`src/rtl/line_buffer_ctrl_if.sv`:
```
// line_buffer_ctrl_if: pixel stream in, line-memory write and window status out
interface line_buffer_ctrl_if #(parameter int ADDR_W = 11, parameter int ROW_W = 11);
  logic vs_i, dv_i, line_end_i;
  logic [ADDR_W-1:0] addr_o;
  logic [ROW_W-1:0] row_o;
  logic we_o, win_dv_o, first_col_o, last_col_o, first_row_o, last_row_o;
  logic frame_done_o, overflow_err_o, short_line_err_o;
  modport master(
    output vs_i, dv_i, line_end_i,
    input addr_o, we_o, win_dv_o, row_o, first_col_o, last_col_o, first_row_o, last_row_o,
    input frame_done_o, overflow_err_o, short_line_err_o
  );
  modport slave(
    input vs_i, dv_i, line_end_i,
    output addr_o, we_o, win_dv_o, row_o, first_col_o, last_col_o, first_row_o, last_row_o,
    output frame_done_o, overflow_err_o, short_line_err_o
  );
endinterface

```
`src/rtl/line_buffer_ctrl.sv`:
```
// line_buffer_ctrl: column/row sequencer and window-valid generator for a multi-line pixel buffer
module line_buffer_ctrl #(
  parameter int SCREENWIDTH = 1600,
  parameter int SCREENHEIGHT = 900,
  parameter int BUF_DEPTH = 3,
  parameter int ADDR_W = 11,
  parameter int ROW_W = 11
) (
  input logic clk,
  input logic rst,
  line_buffer_ctrl_if.slave bus
);
  typedef enum logic [1:0] {IDLE, FILL, RUN} state_t;
  localparam logic [ADDR_W-1:0] WIDTH = ADDR_W'(SCREENWIDTH);
  localparam logic [ADDR_W-1:0] LAST_COL = ADDR_W'(SCREENWIDTH - 1);
  localparam logic [ROW_W-1:0] LAST_ROW = ROW_W'(SCREENHEIGHT - 1);
  localparam logic [ROW_W-1:0] FIRST_ROW = ROW_W'(BUF_DEPTH - 1);
  localparam state_t START = (BUF_DEPTH == 1) ? RUN : FILL;
  state_t state, state_n;
  logic [ADDR_W-1:0] col, col_n, cnt;
  logic [ROW_W-1:0] row, row_n;
  logic active, we, le_acc, wrap, run_wr, fd_n, ovf_n, short_n;
  // Next-state, counter and error logic; a frame start overrides any coincident line end
  always_comb begin
    active = state != IDLE;
    we = bus.dv_i & active & (col < WIDTH);
    cnt = col + ADDR_W'(we);
    le_acc = bus.line_end_i & active & ((col != '0) | bus.dv_i);
    wrap = le_acc & (state == RUN) & (row == LAST_ROW);
    run_wr = we & (state == RUN);
    state_n = bus.vs_i ? START
            : wrap ? IDLE
            : (le_acc & (state == FILL) & (row + ROW_W'(1) == FIRST_ROW)) ? RUN
            : state;
    col_n = (bus.vs_i | le_acc) ? '0 : cnt;
    row_n = (bus.vs_i | wrap) ? '0 : row + ROW_W'(le_acc);
    fd_n = ~bus.vs_i & wrap;
    ovf_n = ~bus.vs_i & (bus.overflow_err_o | (bus.dv_i & active & (col == WIDTH)));
    short_n = ~bus.vs_i & (bus.short_line_err_o | (le_acc & (cnt < WIDTH)));
  end
  // Sequencer state, counters and sticky errors
  always_ff @(posedge clk) begin
    if (rst) begin
      state <= IDLE;
      col <= '0;
      row <= '0;
      bus.frame_done_o <= 1'b0;
      bus.overflow_err_o <= 1'b0;
      bus.short_line_err_o <= 1'b0;
    end else begin
      state <= state_n;
      col <= col_n;
      row <= row_n;
      bus.frame_done_o <= fd_n;
      bus.overflow_err_o <= ovf_n;
      bus.short_line_err_o <= short_n;
    end
  end
  // Window valid and border flags lag the write by one cycle to line up with memory read data
  always_ff @(posedge clk) begin
    if (rst) begin
      bus.win_dv_o <= 1'b0;
      bus.first_col_o <= 1'b0;
      bus.last_col_o <= 1'b0;
      bus.first_row_o <= 1'b0;
      bus.last_row_o <= 1'b0;
    end else begin
      bus.win_dv_o <= run_wr;
      bus.first_col_o <= run_wr & (col == '0);
      bus.last_col_o <= run_wr & (col == LAST_COL);
      bus.first_row_o <= run_wr & (row == FIRST_ROW);
      bus.last_row_o <= run_wr & (row == LAST_ROW);
    end
  end
  assign bus.addr_o = col;
  assign bus.we_o = we;
  assign bus.row_o = row;
endmodule

```
`src/flat_wrapper.sv`:
```
// flat-port wrapper written by rule: the top's interface ports become plain ports
module line_buffer_ctrl_flat 
#(
  parameter int SCREENWIDTH = 1600,
  parameter int SCREENHEIGHT = 900,
  parameter int BUF_DEPTH = 3,
  parameter int ADDR_W = 11,
  parameter int ROW_W = 11
)
  (clk, rst, bus_vs_i, bus_dv_i, bus_line_end_i, bus_addr_o, bus_we_o, bus_win_dv_o, bus_row_o, bus_first_col_o, bus_last_col_o, bus_first_row_o, bus_last_row_o, bus_frame_done_o, bus_overflow_err_o, bus_short_line_err_o);
  line_buffer_ctrl_if #(.ADDR_W(ADDR_W), .ROW_W(ROW_W)) bus_i ();
  input logic clk;
  input logic rst;
  input wire logic [$bits(bus_i.vs_i)-1:0] bus_vs_i;
  input wire logic [$bits(bus_i.dv_i)-1:0] bus_dv_i;
  input wire logic [$bits(bus_i.line_end_i)-1:0] bus_line_end_i;
  output wire logic [$bits(bus_i.addr_o)-1:0] bus_addr_o;
  output wire logic [$bits(bus_i.we_o)-1:0] bus_we_o;
  output wire logic [$bits(bus_i.win_dv_o)-1:0] bus_win_dv_o;
  output wire logic [$bits(bus_i.row_o)-1:0] bus_row_o;
  output wire logic [$bits(bus_i.first_col_o)-1:0] bus_first_col_o;
  output wire logic [$bits(bus_i.last_col_o)-1:0] bus_last_col_o;
  output wire logic [$bits(bus_i.first_row_o)-1:0] bus_first_row_o;
  output wire logic [$bits(bus_i.last_row_o)-1:0] bus_last_row_o;
  output wire logic [$bits(bus_i.frame_done_o)-1:0] bus_frame_done_o;
  output wire logic [$bits(bus_i.overflow_err_o)-1:0] bus_overflow_err_o;
  output wire logic [$bits(bus_i.short_line_err_o)-1:0] bus_short_line_err_o;
  assign bus_i.vs_i = bus_vs_i;
  assign bus_i.dv_i = bus_dv_i;
  assign bus_i.line_end_i = bus_line_end_i;
  assign bus_addr_o = bus_i.addr_o;
  assign bus_we_o = bus_i.we_o;
  assign bus_win_dv_o = bus_i.win_dv_o;
  assign bus_row_o = bus_i.row_o;
  assign bus_first_col_o = bus_i.first_col_o;
  assign bus_last_col_o = bus_i.last_col_o;
  assign bus_first_row_o = bus_i.first_row_o;
  assign bus_last_row_o = bus_i.last_row_o;
  assign bus_frame_done_o = bus_i.frame_done_o;
  assign bus_overflow_err_o = bus_i.overflow_err_o;
  assign bus_short_line_err_o = bus_i.short_line_err_o;
  line_buffer_ctrl #(.SCREENWIDTH(SCREENWIDTH), .SCREENHEIGHT(SCREENHEIGHT), .BUF_DEPTH(BUF_DEPTH), .ADDR_W(ADDR_W), .ROW_W(ROW_W)) u_core (.clk(clk), .rst(rst), .bus(bus_i));
endmodule
```
`config.mk`:
```
export PLATFORM = sky130hd
export DESIGN_NAME = line_buffer_ctrl_flat
export DESIGN_NICKNAME = d
export VERILOG_FILES = /design/src/rtl/line_buffer_ctrl_if.sv /design/src/rtl/line_buffer_ctrl.sv /design/src/flat_wrapper.sv
export SDC_FILE = /design/constraint.sdc
export NUM_CORES = 1
export LEC_CHECK = 0
export CELL_PAD_IN_SITES_DETAIL_PLACEMENT = 1
export CELL_PAD_IN_SITES_GLOBAL_PLACEMENT = 2
export CORE_MARGIN = 2
export CORE_UTILIZATION = 26
export CTS_CLUSTER_DIAMETER = 200
export DETAILED_ROUTE_END_ITERATION = 6
export PLACE_DENSITY = 0.81
export SYNTH_ARGS = -nofsm -noshare
export SYNTH_HDL_FRONTEND = slang
export SYNTH_SLANG_ARGS = --single-unit
```
`constraint.sdc`:
```
create_clock -name clk -period 2.6 [get_ports clk]
set_clock_uncertainty 0.2 [all_clocks]
set_input_delay 0.26 -clock clk [delete_from_list [all_inputs] [get_ports clk]]
set_output_delay 0.26 -clock clk [all_outputs]
set_load 0.01 [all_outputs]
```
=== Yosys cells after proc, flatten, opt, wreduce, memory -nomap -nowiden ===
Cells that the tools add are included.

* Output and inout bits: 31
* Bits in writable memories: 0
* Flip-flop bits (word level): 32
* Memories: 0
* Bits in read-only memories: 0
* Latch bits: 0
* Logic and storage cells: 58

* Add/subtract/negate cells: 3
* Bitwise gates (word level): 24
* Equal/unequal tests: 7
* Magnitude comparators: 2
* $mul: 0
* Shifts and indexed selects: 0
* Div/mod/pow operators: 0
* Reduce and logical (&&, ||, !) cells: 7
* Mux-type cells: 3

{| class="wikitable"
|+ Operator list
! kind !! count
|-
| adder 11 x 1 -> 11 bit || 2
|-
| == test 11 bit, second input constant || 2
|-
| == test 11 x 2 -> 1 bit, second input constant || 2
|-
| less-than comparator 11 bit, second input constant || 2
|-
| AND 1 bit || 18
|-
| adder 11 x 1 -> 11 bit, second input constant || 1
|-
| == test 11 x 10 -> 1 bit, second input constant || 1
|-
| logical NOT 11 bit || 1
|-
| nonzero test 11 bit || 1
|-
| bitwise OR 1 bit || 5
|-
| OR reduction 2 bit || 2
|-
| 2-to-1 mux 1 bit || 3
|-
| nonzero test 3 bit || 1
|-
| OR reduction 3 bit || 1
|-
| == test 2 x 1 -> 1 bit, second input constant || 1
|-
| == test 2 bit, second input constant || 1
|-
| nonzero test 2 bit || 1
|-
| NOT 1 bit || 1
|}

=== Depth between registers and ports, before layout ===
* Depth after elaboration: 8
* Gate-level depth with buffers: 10

=== Least setup slack after synthesis ===
OpenSTA, ideal clock, no wires.

* Path type: register to register
* From: register u_core.col[7], in the netlist u_core.bus.addr_o[7]
* To: register u_core.bus.short_line_err_o
* Path buffers: 2
* Cell stages (with the launch flop): 11
* Setup time: 119 ps
* Data arrival time: 2559 ps
* Path slack: -278 ps
* Period minus slack after synthesis: 2878 ps
* Cells stage by stage: dfxtp_1 > or3_1 > clkbuf_1 > a31oi_1 > ha_1 > ha_1 > clkbuf_1 > inv_1 > o31ai_1 > a31oi_1 > o221a_2

* Cells in the longest elaborated chain, start to end: 7
* Elaborated cells between the ends (all ways): 10

{| class="wikitable"
|+ RTL lines
! element !! RTL line !! RTL
|-
| start: declaration || line_buffer_ctrl.sv:20 || <nowiki>logic [ADDR_W-1:0] col, col_n, cnt;</nowiki>
|-
| start signal: assignment || line_buffer_ctrl.sv:52 || <nowiki>col <= col_n;</nowiki>
|-
| less-than comparator 11 bit || line_buffer_ctrl.sv:26 || <nowiki>we = bus.dv_i & active & (col < WIDTH);</nowiki>
|-
| AND 1 bit || line_buffer_ctrl.sv:26 ||
|-
| named net bus_we_o || flat_wrapper.sv:18 || <nowiki>output wire logic [$bits(bus_i.we_o)-1:0] bus_we_o;</nowiki>
|-
| adder 11 x 1 -> 11 bit || line_buffer_ctrl.sv:27 || <nowiki>cnt = col + ADDR_W'(we);</nowiki>
|-
| less-than comparator 11 bit || line_buffer_ctrl.sv:39 || <nowiki>short_n = ~bus.vs_i & (bus.short_line_err_o | (le_acc & (cnt < WIDTH)));</nowiki>
|-
| AND 1 bit || line_buffer_ctrl.sv:39 ||
|-
| bitwise OR 1 bit || line_buffer_ctrl.sv:39 ||
|-
| AND 1 bit || line_buffer_ctrl.sv:39 ||
|-
| end signal: assignment || line_buffer_ctrl.sv:56 || <nowiki>bus.short_line_err_o <= short_n;</nowiki>
|-
| end: declaration || line_buffer_ctrl_if.sv:16 || <nowiki>output frame_done_o, overflow_err_o, short_line_err_o</nowiki>
|}

The timed path passes the listed nets, and every way through them passes these cells.
A chain may end at the register's enable or synchronous reset.

=== Worst setup path after layout ===
* From: register u_core.col[7], in the netlist u_core.bus.addr_o[7]
* To: register u_core.bus.short_line_err_o

* Cells in the longest elaborated chain, start to end: 7
* Elaborated cells between the ends (all ways): 10

{| class="wikitable"
|+ RTL lines
! element !! RTL line
|-
| less-than comparator 11 bit || line_buffer_ctrl.sv:26
|-
| AND 1 bit || line_buffer_ctrl.sv:26
|-
| adder 11 x 1 -> 11 bit || line_buffer_ctrl.sv:27
|-
| less-than comparator 11 bit || line_buffer_ctrl.sv:39
|-
| AND 1 bit (*) || line_buffer_ctrl.sv:39
|-
| bitwise OR 1 bit (*) || line_buffer_ctrl.sv:39
|-
| AND 1 bit (*) || line_buffer_ctrl.sv:39
|}

Mark *: on every way between the ends. The rest lies on a longest branch, timed or not.

==> impl_results.md <==
* Crit start category: register
* Reg2reg end: u_core.bus.short_line_err_o
* Synth top cells by count: dfxtp_1, nor2_1, xor2_1
* Core ar. at 0.00585 mm2
* Max Clock Freq at 402 MHz
* Nets@finish at 234
* Max clock buf depth at 2
* Slowest cell delay on critical path at 0.51 ns
* Clock Tree Root: clkbuf_8
* Post-route total power at 1.03 mW
* Largest net degree at the start of global routing at 13
* Final Hold Fails at 0
* Fill cells at 681
* Synth top area share at 41.4%
* # DRC at 0
* Post-route ant nets at 0
* Final-report max-slew violation count at 0
* Placed Area at 0.00208 mm2
* Drt first pass iters at 4
* GRT Overall Usage at 14.2%
* Top post-synthesis cells by area: dfxtp_1, xor2_1, nor2_1
* Die boundary width at 81.2 um
* Unrepaired setup endpoints after global routing: false
* Final setup violation count at 0
* Pwr/cell area at 467 mW/mm2
* Register area share after synthesis at 41.4%
* Dpl hpwl at 3.20 mm
* Num rows at 28
* Latest clock arrival within the worst-skew pair at 0.29 ns
* Most common cell in the netlist: dfxtp_1
* Die H at 81.2 um
* Total congestion overflow at 0
* Drt first-iter violations at 49
* Vias in the first global route at 1,469
* Max_cap viols at 0
* Post-synth top flop: dfxtp_1
* Yosys warnings at 0
* Fin crit period at 2.49 ns
* Antenna Cells at 0
* Sw Pwr at 0.224 mW
* Maximum vdd drop at 0.000188 V
* Period utilisation layout at 95.6%
* Setup crit end: u_core.bus.short_line_err_o
* Avg Cell Area, Syn at 8.84 um2
* Type of the tightest min-delay check: register to register
* Vias per inst at 4.78
* Crit path max fanout at 6
* DR vias at 1,439
* Crit end category: register
* Hold Slack at 0.289 ns
* Leakage at 0.806 nW
* Hold buffers post-CTS at 0
* Sink Count at 32
* Worst path slowest cell: or3_1
* Initial antenna violation count at 0
* Reg2Reg Setup Slack at 0.11 ns
* Yosys top cell by area: dfxtp_1
* Die ar. at 0.00659 mm2
* Initial Util at 26.5%
* Critical path class: register to register
* Post-Route WL at 4.36 mm
* WP data required at 2.58 ns
* Finished Cell Area at 0.00220 mm2
* Reg2reg start: u_core.bus.addr_o[7]
* RePlAce Congestion at 0.756
* Power share of the clock group at 46.7%
* Count of flip-flops with a built-in enable after synthesis at 0
* Share of cells above drive strength 1 at 15.9%
* Worst r2r path cells at 8
* Status: finished, final reports clean
* Post-Syn Nets at 184
* Setup bufs post-CTS at 0
* Critical-path cell list: or3_1 > a31oi_4 > ha_2 > ha_1 > inv_1 > o31ai_1 > a31oi_1 > o221a_2
* Number of port buffers at 35
* TritonCTS clock tree: yes
* IO Pins at 36
* Post-synthesis cell type count at 42
* Post-Synthesis Cells at 175
* Rel. slew slack at 41.7%
* Net Sw Frac at 21.8%
* Int Power at 0.803 mW
* Critical Path Source: u_core.bus.addr_o[7]
* CTS clk-pin slew, worst paths at 0.07 ns
* Post-Syn Area at 0.00155 mm2
* First-pass GRT wire length at 7.18 mm
* H-tree depth at 2
* Sequential share of power at 48.3%
* FF+latch count, synth at 32
* WL per Instance at 14.5 um
* TritonCTS Buffers at 5
* CP arrival at 2.46 ns
* Combinational share of power at 5.0%
* Post-synthesis async set-or-reset flop share at 0%
* Least-Margin Pin Slew at 0.869 ns
* Area growth from synthesis to layout at 42.0%
## worst min-delay path by stage
stage	from	end	cells after the start
floorplan	rst	u_core.state[0]	1
global placement	u_core.bus.overflow_err_o	u_core.bus.overflow_err_o	2
detailed placement	u_core.bus.overflow_err_o	u_core.bus.overflow_err_o	2
CTS	u_core.bus.overflow_err_o	u_core.bus.overflow_err_o	2
global route	u_core.bus.overflow_err_o	u_core.bus.overflow_err_o	2
finish	u_core.bus.overflow_err_o	u_core.bus.overflow_err_o	2
## power groups by stage
stage	Combinational (mW)	Sequential (mW)	Clock, mW
6_report	0.0511	0.496	0.479
5_1_grt	0.0557	0.496	0.509
4_1_cts	0.0508	0.496	0.496
3_5_place_dp	0.0505	0.507	0
3_3_place_gp	0.0500	0.508	0
2_1_floorplan	0.0258	0.507	0
## sequential cells by signal (all words and copies together) (netlist names)
name / count
u_core.bus.frame_done_o: 1
u_core.bus.overflow_err_o: 1
u_core.bus.win_dv_o: 1
u_core.bus.addr_o: 11
u_core.bus.last_row_o: 1
u_core.bus.short_line_err_o: 1
u_core.bus.first_row_o: 1
u_core.bus.last_col_o: 1
u_core.state: 2
u_core.bus.row_o: 11
u_core.bus.first_col_o: 1
## cells by family after synthesis
family                   share of synthesized area [%]
AO/OA/AOI/OAI                                     10.3
AND/OR/NAND/NOR                                   30.2
adder cells (fa/ha/maj)                           3.23
flip-flops                                        41.4
buffers and inverters                             4.69
XOR/XNOR                                          10.2
## stage by stage
| stage | instances | setup TNS (ns) | setup slack [ns] | util, % |
|---|---|---|---|---|
| after detailed placement | 293 | -0.0329 | -0.0130 | 35.6 |
| after CTS | 301 | 0 | 0.0262 | 37.5 |
| after global routing | 301 | 0 | 0.0227 | 37.6 |
| final | 301 | 0 | 0.114 | 37.6 |
| after floorplan | 175 | 0 | 0.0300 | - |
| after global placement | 293 | 0 | 0.00778 | 35.6 |
## per-layer routing
metal  up-vias  wire length [um]  global-route usage (%)
li1        718                 -                       -
met1       681              2110                    19.1
met2        33              2040                    22.8
met3         7               163                    3.00
met4         0                52                    4.07
met5         -                 0                       0
## final cells by class
| class | instances | area, um2 | area share, % |
|---|---|---|---|
| multi-input combinational | 128 | 860 | 39.1 |
| clock buffer | 6 | 72.6 | 3.30 |
| clock inverter | 2 | 35.0 | 1.59 |
| tap | 75 | 93.8 | 4.27 |
| inverter | 7 | 26.3 | 1.20 |
| sequential | 32 | 641 | 29.1 |
| timing repair buffer | 51 | 470 | 21.4 |
## placed cells by master (no fill, tap or decap), types with 2 or more instances in the layout
cell type        netlist  routed
and4_1                 3       3
clkdlybuf4s50_1        0      35
ha_2                   0       3
xnor2_1                4       4
xor2_1                14      14
or3_1                  2       2
nand4_1                7       7
clkbuf_8               0       5
buf_4                  0      16
nand2_1                9       9
dfxtp_1               32      32
and3_1                 2       2
nor3_1                 4       4
nor4_1                 4       4
or4_4                  2       2
a21o_1                 2       2
nand2b_1               4       4
a31oi_1                4       3
and2_1                 2       2
nand3_1               10      10
nor2_1                31      30
inv_1                  7       7
## critical path, delay by kind of cell, from the launching register on
family	cells	cell delay (ns)
AO/OA/AOI/OAI	4	0.84
buffers and inverters	1	0.06
flip-flops	1	0.31
adder cells (fa/ha/maj)	2	0.45
AND/OR/NAND/NOR	1	0.51
## repair_timing
action / in CTS / in global routing
endpoints found under the hold margin: 0 / 0
pin swaps: 0 / 1
resized for setup: 1 / 2
cloned: 0 / 0
endpoints found under the setup margin: 4 / 5
Power figures use the tool's default switching activity.
